$ cat src/rtl/spike_argmax.sv
// spike_argmax: snapshot, verify and serially scan spike counts for the winner.
// Optional: SPIKE_ARGMAX_RETRY_LIMIT_EN bounds snapshot retries and drives err.
module spike_argmax #(
  parameter int NUM_INPUTS   = 10,
  parameter int COUNTER_SIZE = 4,
  parameter int IDX_W        =
    (NUM_INPUTS > 1) ? $clog2(NUM_INPUTS) : 1
) (
  input  logic                               clk,
  input  logic                               rst,
  input  logic                               start,
  input  logic [NUM_INPUTS*COUNTER_SIZE-1:0] counts_in,
  output logic                               busy,
  output logic                               done,
  output logic [IDX_W-1:0]                   winner_idx,
  output logic [COUNTER_SIZE-1:0]            winner_count,
  output logic                               tie,
  output logic                               no_spike,
  output logic                               err,
  output logic                               clear_counters
);

  typedef enum logic [2:0] {
    S_IDLE,
    S_CAPTURE,
    S_VERIFY,
    S_SCAN,
    S_DONE
  } state_e;

  localparam logic [IDX_W-1:0] LAST = IDX_W'(NUM_INPUTS - 1);

  typedef logic [NUM_INPUTS-1:0][COUNTER_SIZE-1:0] snap_t;

  state_e                  state_q, state_d;
  snap_t                   snap_q, snap_d;
  logic [IDX_W-1:0]        idx_q, idx_d;
  logic [COUNTER_SIZE-1:0] max_q, max_d;
  logic [IDX_W-1:0]        max_idx_q, max_idx_d;
  logic                    run_tie_q, run_tie_d;
  logic [IDX_W-1:0]        win_idx_q, win_idx_d;
  logic [COUNTER_SIZE-1:0] win_cnt_q, win_cnt_d;
  logic                    win_tie_q, win_tie_d;
  logic                    no_spike_q, no_spike_d;

  logic [COUNTER_SIZE-1:0] cur;
  logic [COUNTER_SIZE-1:0] s_max;
  logic [IDX_W-1:0]        s_idx;
  logic                    s_tie;

`ifdef SPIKE_ARGMAX_RETRY_LIMIT_EN
  logic [2:0] retry_q, retry_d;
  logic       err_q, err_d;
`endif

  // Running-max update for the neuron currently under the scan pointer
  always_comb begin
    cur   = snap_q[idx_q];
    s_max = max_q;
    s_idx = max_idx_q;
    s_tie = run_tie_q;
    if (cur > max_q) begin
      s_max = cur;
      s_idx = idx_q;
      s_tie = 1'b0;
    end else if (cur == max_q && idx_q != '0) begin
      s_tie = 1'b1;
    end
  end

  // Next-state and datapath control
  always_comb begin
    state_d    = state_q;
    snap_d     = snap_q;
    idx_d      = idx_q;
    max_d      = max_q;
    max_idx_d  = max_idx_q;
    run_tie_d  = run_tie_q;
    win_idx_d  = win_idx_q;
    win_cnt_d  = win_cnt_q;
    win_tie_d  = win_tie_q;
    no_spike_d = no_spike_q;
`ifdef SPIKE_ARGMAX_RETRY_LIMIT_EN
    retry_d    = retry_q;
    err_d      = err_q;
`endif
    unique case (state_q)
      S_IDLE: begin
        if (start) begin
          state_d = S_CAPTURE;
`ifdef SPIKE_ARGMAX_RETRY_LIMIT_EN
          retry_d = 3'd0;
          err_d   = 1'b0;
`endif
        end
      end
      S_CAPTURE: begin
        snap_d  = counts_in;
        state_d = S_VERIFY;
      end
      S_VERIFY: begin
        if (counts_in == snap_q) begin
          state_d   = S_SCAN;
          idx_d     = '0;
          max_d     = '0;
          max_idx_d = '0;
          run_tie_d = 1'b0;
        end else begin
`ifdef SPIKE_ARGMAX_RETRY_LIMIT_EN
          if (retry_q == 3'd3) begin
            state_d = S_DONE;
            err_d   = 1'b1;
          end else begin
            retry_d = retry_q + 3'd1;
            state_d = S_CAPTURE;
          end
`else
          state_d = S_CAPTURE;
`endif
        end
      end
      S_SCAN: begin
        max_d     = s_max;
        max_idx_d = s_idx;
        run_tie_d = s_tie;
        if (idx_q == LAST) begin
          // an all-zero window is "no spike", never a tie
          win_idx_d  = s_idx;
          win_cnt_d  = s_max;
          win_tie_d  = s_tie && (s_max != '0);
          no_spike_d = (s_max == '0);
          state_d    = S_DONE;
        end else begin
          idx_d = idx_q + 1'b1;
        end
      end
      S_DONE: begin
        state_d = S_IDLE;
      end
      default: begin
        state_d = S_IDLE;
      end
    endcase
  end

  // State and datapath registers
  always_ff @(posedge clk or negedge rst) begin
    if (!rst) begin
      state_q    <= S_IDLE;
      snap_q     <= '0;
      idx_q      <= '0;
      max_q      <= '0;
      max_idx_q  <= '0;
      run_tie_q  <= 1'b0;
      win_idx_q  <= '0;
      win_cnt_q  <= '0;
      win_tie_q  <= 1'b0;
      no_spike_q <= 1'b0;
    end else begin
      state_q    <= state_d;
      snap_q     <= snap_d;
      idx_q      <= idx_d;
      max_q      <= max_d;
      max_idx_q  <= max_idx_d;
      run_tie_q  <= run_tie_d;
      win_idx_q  <= win_idx_d;
      win_cnt_q  <= win_cnt_d;
      win_tie_q  <= win_tie_d;
      no_spike_q <= no_spike_d;
    end
  end

`ifdef SPIKE_ARGMAX_RETRY_LIMIT_EN
  // Retry bookkeeping for unstable snapshots
  always_ff @(posedge clk or negedge rst) begin
    if (!rst) begin
      retry_q <= 3'd0;
      err_q   <= 1'b0;
    end else begin
      retry_q <= retry_d;
      err_q   <= err_d;
    end
  end

  assign err = err_q;
`else
  assign err = 1'b0;
`endif

  assign busy           = (state_q != S_IDLE);
  assign done           = (state_q == S_DONE);
  assign clear_counters = (state_q == S_DONE);
  assign winner_idx     = win_idx_q;
  assign winner_count   = win_cnt_q;
  assign tie            = win_tie_q;
  assign no_spike       = no_spike_q;

endmodule

$ cat config.mk
export PLATFORM = sky130hd
export DESIGN_NAME = spike_argmax
export DESIGN_NICKNAME = d
export VERILOG_FILES = /design/src/rtl/spike_argmax.sv
export SDC_FILE = /design/constraint.sdc
export NUM_CORES = 1
export LEC_CHECK = 0
export BUFFER_PORTS_ARGS = -buffer_cell sky130_fd_sc_hd__buf_2
export CAP_MARGIN = 10
export CELL_PAD_IN_SITES_DETAIL_PLACEMENT = 1
export CELL_PAD_IN_SITES_GLOBAL_PLACEMENT = 2
export CORE_MARGIN = 5
export CORE_UTILIZATION = 40
export CTS_CLUSTER_SIZE = 28
export DETAILED_ROUTE_END_ITERATION = 12
export HOLD_SLACK_MARGIN = 0.06
export PLACE_DENSITY = 0.83
export SLEW_MARGIN = 20
export SYNTH_ARGS = -nofsm -noshare
export SYNTH_HDL_FRONTEND = slang
export SYNTH_SLANG_ARGS = --single-unit
$ cat constraint.sdc
create_clock -name clk -period 4.8 [get_ports clk]
set_input_delay 0.24 -clock clk [delete_from_list [all_inputs] [get_ports clk]]
set_output_delay 0.24 -clock clk [all_outputs]
set_load 0.05 [all_outputs]
==> results.yml <==
sta:
  tns_ns: 0
  fmax_ghz: 0.2811
  period_needed_ns: 3.557
  relSlewSlack_pct: 40.95
  finalSetupViolations: 0
  max_slew.worst_pin.slew_ns: 0.8858
  fin_crit_sh_pct: 74.11
  hold_slack_ns: 0.05229
  fin_skew_ns: 0.01281
  hold_violations: 0
  setup_slack_ns: 1.243
  slew_viol_final: 0
  rsz0062_at_grt: "no"
flow_run:
  drv_cap: 0
yosys:
  synth_nets: 358
  syn_area_um2: 3617
  synthCells: 308
  ys_seq_area_share_pct: 45.66
  yosysWarnings: 0
  synth-seq-cells: 66
  synthArstFlopShare_pct: 100.0
  yosysUniqueCellTypes: 46
  syn_area_per_cell_um2: 11.74
  synth-edff-count: 0
  ys.flop_type: "dfrtp_1"
clocking:
  cts_buffers: 9
  path_clk_slew_ns: 0.07
  cts_root_buf: "clkbuf_8"
  clk_path_buf_depth: 2
  cts_setup_buffers: 0
  cts_hold_buffers: 0
  cts_resized: 0
  htreeDepth: 3
  cts_sinks: 66
  clock_latency_ns: 0.36
  cts_tree: "built"
route:
  wl_per_cell_um: 18.32
  wl_um: 8666
  drc_errors: 0
  drt_pre_antenna_iters: 4
  num_vias: 2517
  viasPerCell: 5.321
  detail-route-antenna-nets: 0
  first_iter_violations: 60
power:
  irDropWorstVdd_v: 0.0002743
  leakagePower_nw: 1.806
  p_per_area_nw_per_um2: 800.8
grt:
  overflow: 0
  grtUsageMet1_pct: 21.67
  use_met2_pct: 26.71
  antenna_found_initial: 0
  global_route.usage.met3_pct: 4.994
  grt_max_degree: 67
  grt_most_used_layer: "met2"
  grt_pass1_wl_um: 14300
  grt_pass1_vias: 2713
  grtUsageTotal_pct: 16.55
floorplanning:
  die_area_um2: 11050
  io_pins: 57
  die_w_um: 105.1
  start_util_pct: 41.28
  rows: 34
  die_h_um: 105.1
  core_um2: 8763
finish:
  fin_nets: 410
  area_delta_synth_final_pct: 14.77
  drive_gt1_share_pct: 33.15
  final_cell_mix: "dfrtp_1, buf_2, mux2_2"
  fin_util_pct: 47.37
  final_common_cell: "dfrtp_1"
  n_fill_cell: 960
  diodes: 0
placement:
  gp_congestion: 0.7767
  dp_hpwl_um: 6350
  pre_cts_ws_ns: 1.226
  io_buffers: 55
critical_path:
  required_ns: 5.04
  reg2regPathDepth: 10
  crit_path_max_fanout: 18
  critical_path_class: "reg -> reg"
  path_cells: "mux4_1 -> a22oi_1 -> o31ai_1 -> ha_1 -> nor2b_1 -> o211ai_1 -> a21boi_4 -> mux2_2 -> nand3_1 -> o21ai_1"
  cp.arrival_ns: 3.80
  setup.worst_path.end_class: "flip-flop"
  cpMaxStageDelayCell: "dfrtp_1"
  cp-start-kind: "flip-flop"
  max_stage_delay_ns: 0.83
run_status:
  status: "complete, no violations"
worst_hold_path:
  hold_path_class: "in -> async"
==> stage by stage <==
step | cell area, µm² | instances | power (mW)
3_3_place_gp | 3956 | 457 | 2.816
3_5_place_dp | 3956 | 457 | 2.877
6_report | 4151 | 473 | 3.324
4_1_cts | 4151 | 473 | 3.366
2_1_floorplan | 3617 | 308 | 2.469
5_1_grt | 4151 | 473 | 3.577
==> final cells by class <==
cell class	count	area, µm²	share of cell area (%)
Clock buffer	10	127.6	3.074
Inverter	7	26.28	0.6329
Clock inverter	6	67.56	1.627
Sequential cell	66	1652	39.78
Tap cell	108	135.1	3.255
Timing Repair Buffer	57	290.3	6.992
Multi-Input combinational cell	219	1853	44.64
==> Yosys cell counts (2+ instances only) <==
cell type  count  area [µm²]
buf_2          7       35.03
o221ai_1       2       17.52
xnor2_1       39       341.6
xor2_1         3       26.28
mux2_2        41       461.7
or3_1          2       12.51
o21ai_0       10       50.05
o31ai_1        4       30.03
a21oi_1        6       30.03
and2_1         2       12.51
nor4_1         3       18.77
inv_1          7       26.28
nand2b_1       2       12.51
nor2b_1        3       18.77
nand4_1       12       75.07
nor3b_1        2       15.01
dfrtp_1       66        1652
o2bb2ai_1      5       43.79
ha_1           7       87.58
mux2i_1       17       170.2
clkbuf_1       4       15.01
mux4_2         3       67.56
o21ai_1        2       10.01
o22ai_1        2       12.51
buf_4          4       30.03
nand3_1        4       20.02
nor2_1        12       45.04
nand2_1       13       48.80
a22o_1         4       35.03
a21o_1         4       30.03
==> sequential cells by signal (all words and copies together) (netlist names) <==
name / count
max_idx_q: 4
snap_q: 40
max_q: 4
winner_idx: 4
winner_count: 4
no_spike: 1
tie: 1
idx_q: 4
state_q: 3
run_tie_q: 1
==> path summary, 6_finish.rpt <==
| path | slack (ns) | end | start |
|---|---|---|---|
| worst min register to register | 0.47 | winner_count[1] | winner_count[1] |
| worst max-delay path | 1.24 | no_spike | idx_q[0] |
| max in group asynchronous | 4.13 | winner_idx[3] | rst |
| worst max register to register | 1.24 | no_spike | idx_q[0] |
| worst min-delay path | 0.05 | state_q[0] | rst |
| min in group clk | 0.12 | state_q[0] | start |
==> kinds of logic (layout without fill, tap and decap cells) <==
family / Yosys count / count (layout) / share of synthesized area [%]
other: 1 / 1 / 0.1037
xor gates and xnor gates: 42 / 42 / 10.17
buffers and inverters: 23 / 80 / 3.251
muxes: 62 / 62 / 20.06
adders and majority gates: 7 / 7 / 2.421
DFF: 66 / 66 / 45.66
and+or+nand+nor: 61 / 61 / 9.166
AOI/OAI and AO/OA: 46 / 46 / 9.167
==> where the power goes <==
| group | switching, mW | internal (mW) | leakage, nW | total (mW) |
|---|---|---|---|---|
| registers | 0.338 | 0.827 | 0.803 | 1.17 |
| logic | 0.858 | 0.835 | 0.911 | 1.69 |
| clock network | 0.226 | 0.240 | 0.0925 | 0.466 |
| total | 1.42 | 1.90 | 1.81 | 3.32 |
==> per-layer routing <==
metal | wire, µm | vias to the layer above
li1 | - | 1208
met2 | 4217 | 51
met4 | 95 | 0
met1 | 3951 | 1249
met5 | 0 | -
met3 | 402 | 9
==> worst max-delay path: cells and delay by family (launching register included) <==
kind,cells,cell delay (ns)
DFF,1,0.83
AOI/OAI and AO/OA,5,0.99
muxes,2,1.06
adders and majority gates,1,0.34
and+or+nand+nor,2,0.22
Power figures use the tool's default switching activity.
